**config.mk**
```make
export PLATFORM = sky130hd
export DESIGN_NAME = change_dispenser_flat
export DESIGN_NICKNAME = d
export VERILOG_FILES = /design/src/rtl/change_dispenser_if.sv /design/src/rtl/change_dispenser.sv /design/src/flat_wrapper.sv
export SDC_FILE = /design/constraint.sdc
export NUM_CORES = 1
export LEC_CHECK = 0
export ABC_AREA = 1
export CORE_ASPECT_RATIO = 0.7
export CORE_MARGIN = 3
export CORE_UTILIZATION = 40
export CTS_BUF_LIST = sky130_fd_sc_hd__clkbuf_8
export CTS_CLUSTER_SIZE = 8
export DETAILED_ROUTE_END_ITERATION = 10
export HOLD_SLACK_MARGIN = 0.1
export REMOVE_ABC_BUFFERS = 1
export SYNTH_ARGS = -nofsm -noshare
export SYNTH_HDL_FRONTEND = slang
export SYNTH_SLANG_ARGS = --single-unit
```
**constraint.sdc**
```tcl
create_clock -name clk -period 4.85 [get_ports clk]
set_clock_uncertainty 0.2 [all_clocks]
set_input_delay 0.97 -clock clk [delete_from_list [all_inputs] [get_ports clk]]
set_output_delay 0.97 -clock clk [all_outputs]
set_load 0.02 [all_outputs]
```
**src/rtl/change_dispenser_if.sv**
```systemverilog
// Request/status bundle between the credit logic (master) and the coin dispenser (slave).
// tube_empty is combinational from the dispenser's tube counters.
interface change_dispenser_if;
  logic       start;
  logic [7:0] change_amt;
  logic       abort;
  logic       refill;
  logic [3:0] eject;
  logic       busy;
  logic       done;
  logic       short;
  logic [7:0] remaining;
  logic [3:0] tube_empty;

  modport master (
    output start, change_amt, abort, refill,
    input  eject, busy, done, short, remaining, tube_empty
  );

  modport slave (
    input  start, change_amt, abort, refill,
    output eject, busy, done, short, remaining, tube_empty
  );
endinterface

```
**src/rtl/change_dispenser.sv**
```systemverilog
// Coin-return sequencer: pays a nickel amount greedily from dollar/quarter/dime/nickel tubes,
// one solenoid pulse at a time, tracking tube stock and reporting any unpaid remainder.
module change_dispenser #(
  parameter int unsigned EJECT_CYCLES = 5_000_000,
  parameter int unsigned GAP_CYCLES   = 2_500_000,
  parameter int unsigned TUBE_INIT    = 20,
  parameter int unsigned TUBE_W       = 6
) (
  input  logic                clk,
  input  logic                rst_n,
  change_dispenser_if.slave   bus
);

  typedef enum logic [2:0] {StIdle, StSelect, StEject, StGap, StFinish} state_e;

  localparam logic [TUBE_W-1:0] TubeFull  = TUBE_W'(TUBE_INIT);
  localparam logic [31:0]       EjectLast = 32'(EJECT_CYCLES - 1);
  localparam logic [31:0]       GapLast   = 32'(GAP_CYCLES - 1);

  state_e            state_q, state_d;
  logic [31:0]       cnt_q, cnt_d;
  logic [3:0]        eject_q, eject_d;
  logic [7:0]        rem_q, rem_d;
  logic              short_q, short_d;
  logic [TUBE_W-1:0] tube_q [4];
  logic [TUBE_W-1:0] tube_d [4];
  logic [3:0]        empty;
  logic [3:0]        pick;
  logic [7:0]        coin_val;

  always_comb begin
    empty = '0;
    for (int i = 0; i < 4; i++) empty[i] = (tube_q[i] == '0);
  end

  // Largest stocked denomination that still fits; zero when nothing can be paid.
  always_comb begin
    pick = 4'b0000;
    if (rem_q >= 8'd20 && !empty[3])      pick = 4'b1000;
    else if (rem_q >= 8'd5 && !empty[2])  pick = 4'b0100;
    else if (rem_q >= 8'd2 && !empty[1])  pick = 4'b0010;
    else if (rem_q >= 8'd1 && !empty[0])  pick = 4'b0001;
  end

  always_comb begin
    unique case (eject_q)
      4'b1000: coin_val = 8'd20;
      4'b0100: coin_val = 8'd5;
      4'b0010: coin_val = 8'd2;
      4'b0001: coin_val = 8'd1;
      default: coin_val = 8'd0;
    endcase
  end

  always_comb begin
    state_d = state_q;
    cnt_d   = cnt_q;
    eject_d = eject_q;
    rem_d   = rem_q;
    short_d = short_q;
    tube_d  = tube_q;
    case (state_q)
      StIdle: begin
        if (bus.start) begin
          rem_d   = bus.change_amt;
          short_d = 1'b0;
          state_d = StSelect;
        end else if (bus.refill) begin
          for (int i = 0; i < 4; i++) tube_d[i] = TubeFull;
        end
      end
      StSelect: begin
        cnt_d = '0;
        if (bus.abort || pick == 4'b0000) begin
          state_d = StFinish;
        end else begin
          eject_d = pick;
          state_d = StEject;
        end
      end
      StEject: begin
        if (cnt_q == EjectLast) begin
          cnt_d   = '0;
          eject_d = 4'b0000;
          rem_d   = rem_q - coin_val;
          for (int i = 0; i < 4; i++) begin
            if (eject_q[i] && tube_q[i] != '0) tube_d[i] = tube_q[i] - TUBE_W'(1);
          end
          state_d = StGap;
        end else begin
          cnt_d = cnt_q + 32'd1;
        end
      end
      StGap: begin
        if (bus.abort) begin
          state_d = StFinish;
        end else if (cnt_q == GapLast) begin
          cnt_d   = '0;
          state_d = StSelect;
        end else begin
          cnt_d = cnt_q + 32'd1;
        end
      end
      StFinish: begin
        short_d = (rem_q != 8'd0);
        state_d = StIdle;
      end
      default: state_d = StIdle;
    endcase
  end

  always_ff @(posedge clk or negedge rst_n) begin
    if (!rst_n) begin
      state_q <= StIdle;
      cnt_q   <= '0;
      eject_q <= 4'b0000;
      rem_q   <= 8'd0;
      short_q <= 1'b0;
      for (int i = 0; i < 4; i++) tube_q[i] <= TubeFull;
    end else begin
      state_q <= state_d;
      cnt_q   <= cnt_d;
      eject_q <= eject_d;
      rem_q   <= rem_d;
      short_q <= short_d;
      tube_q  <= tube_d;
    end
  end

  assign bus.eject      = eject_q;
  assign bus.busy       = (state_q != StIdle);
  assign bus.done       = (state_q == StFinish);
  assign bus.short      = short_q;
  assign bus.remaining  = rem_q;
  assign bus.tube_empty = empty;

endmodule

```
**src/flat_wrapper.sv**
```systemverilog
// flat-port wrapper written by rule: the top's interface ports become plain ports
module change_dispenser_flat 
#(
  parameter int unsigned EJECT_CYCLES = 5_000_000,
  parameter int unsigned GAP_CYCLES   = 2_500_000,
  parameter int unsigned TUBE_INIT    = 20,
  parameter int unsigned TUBE_W       = 6
)
  (clk, rst_n, bus_start, bus_change_amt, bus_abort, bus_refill, bus_eject, bus_busy, bus_done, bus_short, bus_remaining, bus_tube_empty);
  change_dispenser_if bus_i ();
  input  logic clk;
  input  logic rst_n;
  input wire logic [$bits(bus_i.start)-1:0] bus_start;
  input wire logic [$bits(bus_i.change_amt)-1:0] bus_change_amt;
  input wire logic [$bits(bus_i.abort)-1:0] bus_abort;
  input wire logic [$bits(bus_i.refill)-1:0] bus_refill;
  output wire logic [$bits(bus_i.eject)-1:0] bus_eject;
  output wire logic [$bits(bus_i.busy)-1:0] bus_busy;
  output wire logic [$bits(bus_i.done)-1:0] bus_done;
  output wire logic [$bits(bus_i.short)-1:0] bus_short;
  output wire logic [$bits(bus_i.remaining)-1:0] bus_remaining;
  output wire logic [$bits(bus_i.tube_empty)-1:0] bus_tube_empty;
  assign bus_i.start = bus_start;
  assign bus_i.change_amt = bus_change_amt;
  assign bus_i.abort = bus_abort;
  assign bus_i.refill = bus_refill;
  assign bus_eject = bus_i.eject;
  assign bus_busy = bus_i.busy;
  assign bus_done = bus_i.done;
  assign bus_short = bus_i.short;
  assign bus_remaining = bus_i.remaining;
  assign bus_tube_empty = bus_i.tube_empty;
  change_dispenser #(.EJECT_CYCLES(EJECT_CYCLES), .GAP_CYCLES(GAP_CYCLES), .TUBE_INIT(TUBE_INIT), .TUBE_W(TUBE_W)) u_core (.clk(clk), .rst_n(rst_n), .bus(bus_i));
endmodule
```
Word-level counts from Yosys, hierarchy flattened
Cells that the tools add are included.
- bits in registers: 72
- add/sub/neg operators: 6
- order comparisons: 4
- equality and inequality tests: 21
- multiplexer cells: 31
- reductions and logical operators: 38
- operators by type and width (kind ; number):
    $mux W32 ; 3
    $pmux W32 S3 ; 1
    $mux W24 ; 3
    $pmux W24 S2 ; 1
    $add A32 B1 Y32 const B ; 1
    $eq A32 B22 Y1 const B ; 1
    $eq A32 B23 Y1 const B ; 1
    $logic_not A6 Y1 ; 4
    $mux W6 ; 4
    $reduce_bool A6 Y1 ; 4
    $sub A6 B1 Y6 const B ; 4
    $mux W4 ; 5
    $pmux W5 S4 ; 1
    $reduce_and A5 Y1 ; 4
    $mux W8 ; 2
    $pmux W8 S2 ; 1
    $mux W3 ; 5
    $pmux W3 S4 ; 1
    $ne A2 B1 Y1 const B ; 5
    $ne A2 B2 Y1 const B ; 5
    $reduce_and A3 Y1 ; 3
    $ge A8 B1 Y1 const B ; 1
    $ge A8 B2 Y1 const B ; 1
    $ge A8 B3 Y1 const B ; 1
    other kinds (22) ; 38

Depth between registers and ports, before layout
- word-level depth: 11
- gate-level depth with buffers: 16
- gate-level depth less buffers: 16

Least setup slack after synthesis
OpenSTA, ideal clock, no wires.
- path type: register to register
- start point: register u_core.eject_q[0], in the netlist u_core.bus.eject[0]
- end point: register u_core.rem_q[6], in the netlist u_core.bus.remaining[6]
- library setup time: 116 ps
- arrival time: 1954 ps
- data required time: 4534 ps
- path slack: 2579 ps
- stages on the path, launching flop included: 15
- path buffers: 0
- cell sequence: dfrtp_1 -> nor2_1 -> inv_1 -> o21ai_0 -> ha_1 -> inv_1 -> fa_1 -> nand2_1 -> nand3_1 -> nand2_1 -> nand3_1 -> o21ai_0 -> nand2_1 -> nand2_1 -> nand2_1
- cells in the longest elaborated chain, start to end: 5
- elaborated cells between the ends (all ways): 8
- classes of those cells: add/sub: 1; eq/ne: 4; mux: 3
- RTL lines (item ; line ; RTL):
    start: declaration ; change_dispenser.sv:22 ; logic [3:0] eject_q, eject_d;
    start signal: assignment ; change_dispenser.sv:123 ; eject_q <= eject_d;
    $eq A4 B1 Y1, or another cell as far along ; change_dispenser.sv:46 ; unique case (eject_q)
    $pmux W5 S4 * ; change_dispenser.sv:46 ;
    $sub A8 B5 Y8 * ; change_dispenser.sv:85 ; rem_d = rem_q - coin_val;
    $mux W8 * ; change_dispenser.sv:82 ; if (cnt_q == EjectLast) begin
    $pmux W8 S2 * ; change_dispenser.sv:62 ; case (state_q)
    end signal: assignment ; change_dispenser.sv:124 ; rem_q <= rem_d;
    end: declaration ; change_dispenser.sv:23 ; logic [7:0] rem_q, rem_d;
Mark *: on every way between the ends. The rest lies on a longest branch, timed or not. The select of a mux whose other input is x is not followed.
A chain may end at the register's enable or synchronous reset.

Worst setup path after layout
- start point: register u_core.tube_q[18] (netlist bit)
- end point: output port bus_tube_empty[0]
- cells in the longest elaborated chain, start to end: 1
- RTL lines (item ; line ; RTL):
    start: declaration ; change_dispenser.sv:25 ; logic [TUBE_W-1:0] tube_q [4];
    start signal: assignment ; change_dispenser.sv:126 ; tube_q <= tube_d;
    $logic_not A6 Y1 ; change_dispenser.sv:33 ; for (int i = 0; i < 4; i++) empty[i] = (tube_q[i] == '0);
    end: declaration ; flat_wrapper.sv:22 ; output wire logic [$bits(bus_i.tube_empty)-1:0] bus_tube_empty;
No other way between the ends.

==> qor.txt <==
Post-Syn Instances -> 705
Reg power frac -> 0.287
Comb power frac -> 0.560
Clk Latency, worst-skew pair -> 0.36 ns
Nets -> 761
die outline width -> 138 um
Top FF cell, synth -> dfrtp_1
Data arrival, critical path -> 2.06 ns
outcome -> finished clean
vias in the first global route -> 4304
largest family of logic cells by synthesized area -> simple AND/OR/NAND/NOR gates
Top cell by count, worst path -> inv_1
Syn-to-layout area delta -> 13.1%
number of enable flip-flop cells after synthesis -> 0
Routed WL -> 12700 um
setup bufs post-CTS -> 0
measured slew at the worst slew-check pin -> 0.973 ns
most frequent cells in the layout -> 190 x nand2_1, 100 x nor2_1, 81 x inv_1
DRT antenna net count -> 0
Initial Util -> 0.414
final std cells w/o fill -> 899
post-synthesis adder-cell area fraction -> 0.0296
n_diodes -> 0
clock share of power -> 0.152
Compound-Gate Fraction of Synth Area -> 0.0801
# port buffers -> 31
fin. max-slew vios -> 0
Simple-Gate Fraction of Synth Area -> 0.394
worst-path maximum fanout -> 5
CP top delay family -> buffers and inverters
clock period minus worst slack -> 3.23 ns
switching power -> 1640 uW
drt first-iter violations -> 428
largest stage delay on the critical path -> 0.60 ns
WL/cell -> 14.1 um
global placer's final weighted congestion -> 0.971
slack of the critical path -> 1.62 ns
Remaining DRCs -> 0
period utilization -> 0.666
Sw Ratio -> 0.491
Final Util -> 0.468
via/cell ratio -> 5.12
initial antenna violation count -> 0
clk buf depth -> 2
LEAKAGE -> 0.00263 uW
placed insts -> 883
htree depth -> 3
Pre-antenna DRT Iters -> 5
Peak Freq -> 309 MHz
Hold Vio Cnt, Final -> 0
Max VDD drop -> 0.000422 V
multiplexer share of the synthesized area -> 0.00817
post_cts resized -> 0
critical path type -> reg -> out
Rel. slew slack -> 0.351
Worst Path Required -> 3.68 ns
CTS tree -> built
Mean Syn Cell Area -> 6.95 um2
post-synthesis sequential area ratio -> 0.370
core box area -> 11900 um2
commonest non-fill, non-tap cell in the layout -> nand2_1
hpwl dp -> 9430 um
Syn. warnings -> 0
Unique masters post-synth -> 40
CTS root buf -> clkbuf_8
ordered list of cells on the worst path -> inv_1, ha_1, inv_1, nor2_1, nand3b_1, inv_1, clkdlybuf4s50_1
CTS sink cnt -> 72
I/O pin cnt -> 32
RSZ-0062 raised after global routing -> no
Die Y -> 98.6 um
WP buf/inv -> 4
startpoint types -> flop
Post-Place Setup Slack -> 1.65 ns
Hold Crit Class -> reg -> reg
cell-internal power -> 1700 uW
CP max-delay cell -> clkdlybuf4s50_1
Worst-path clk slew -> 0.08 ns
register bit total from synthesis -> 72
gr ovfl total -> 0
Mapped Area -> 4900 um2
Power Density -> 602 nW/um2
via count -> 4603
global-route wire length before repair -> 21500 um
gr usage total -> 0.193
maxcap violations -> 0
Setup crit end kind -> output port
Inserted Clock Buffers -> 9
# rows -> 33
largest net degree at the start of global routing -> 73
Hold Buf Count CTS -> 0
Post-Synth XOR/XNOR Area -> 0.0393
share of layout cells above drive strength 1 -> 0.0997
final setup TNS -> 0 ns
Die ar. -> 13600 um2
async set-reset flop share out of synthesis -> 1.00
Setup Viol. Count Final -> 0
## power by group through the flow
stage | sequential [uW] | clock, uW | combinational (uW)
finish | 959 | 509 | 1870
global route | 988 | 551 | 2140
CTS | 959 | 523 | 1880
detailed placement | 969 | 0 | 1870
global placement | 964 | 0 | 1840
floorplan | 985 | 0 | 1330
## state kept, by name, summed over array words and instances, names as in the netlist
| signal | count |
|---|---|
| u_core.bus.eject | 4 |
| u_core.bus.remaining | 8 |
| u_core.bus.short | 1 |
| u_core.cnt_q | 32 |
| u_core.state_q | 3 |
| u_core.tube_q | 24 |
## worst reg2reg max path, cell delays in order, from the launching register on
cell and delay [ns]:
dfrtp_1 0.38, inv_1 0.11, nand2_1 0.07, nor3_1 0.15, nand2_1 0.15, nor2_1 0.28
nand2_2 0.16, nand2_2 0.34, nand3_2 0.40, inv_1 0.29, nor2_1 0.08
## through the flow
| stage | instance area (um2) | hold slack (ns) | power (uW) |
|---|---|---|---|
| 3_3_place_gp | 5340 | 0.277 | 2800 |
| 4_1_cts | 5550 | 0.298 | 3360 |
| 3_5_place_dp | 5340 | 0.284 | 2840 |
| 6_report | 5550 | 0.294 | 3340 |
| 2_1_floorplan | 4840 | 0.267 | 2310 |
| 5_1_grt | 5550 | 0.319 | 3670 |
## kinds of logic after synthesis
group                      after synthesis
AOI/OAI and AO/OA                       70
and+or+nand+nor                        430
buffers and inverters                   96
muxes                                    4
xor gates and xnor gates                22
DFF                                     72
adders and majority gates               11
## layout make-up
type,instances,area (um2)
fill,1211,6300
multi-input combinational,537,2700
sequential,72,1810
inverter,86,323
timing repair buffer,31,308
tap,157,196
clock buffer,10,138
clock inverter,6,67.6
## cells in the mapped netlist (6+ instances only)
library cell  count  area share
dfrtp_1          64        0.33
a21oi_1          20       0.020
xor2_1           19       0.034
nand2_2           8       0.010
nand3_1          53       0.054
or2_2            13       0.017
nand2_1         190        0.15
ha_1             10       0.026
nor3_1           27       0.028
nand4_1          17       0.022
inv_1            81       0.062
o21ai_1          24       0.025
nor2_1          100       0.077
o21ai_0          13       0.013
dfstp_2           8       0.043
nand2_4           6       0.014
## per-layer routing
| metal | share of wire | track usage |
|---|---|---|
| met5 | 0 | 0 |
| met4 | 0.0081 | 0.0448 |
| met3 | 0.067 | 0.0519 |
| met2 | 0.40 | 0.263 |
| met1 | 0.52 | 0.300 |
## path summary, 6_finish.rpt
| check | start | end | slack [ns] | cells after the start |
|---|---|---|---|---|
| worst max-delay path | u_core.tube_q[18] | bus_tube_empty[0] | 1.62 | 7 |
| min in group asynchronous | rst_n | u_core.tube_q[12] | 0.55 | 1 |
| worst min register to register | u_core.tube_q[22] | u_core.tube_q[22] | 0.29 | 2 |
| worst min-delay path | u_core.tube_q[22] | u_core.tube_q[22] | 0.29 | 2 |
| max in group asynchronous | rst_n | u_core.tube_q[19] | 3.24 | 1 |
| worst max register to register | u_core.cnt_q[28] | u_core.cnt_q[11] | 2.13 | 10 |
(Power assumes the default switching activity.)
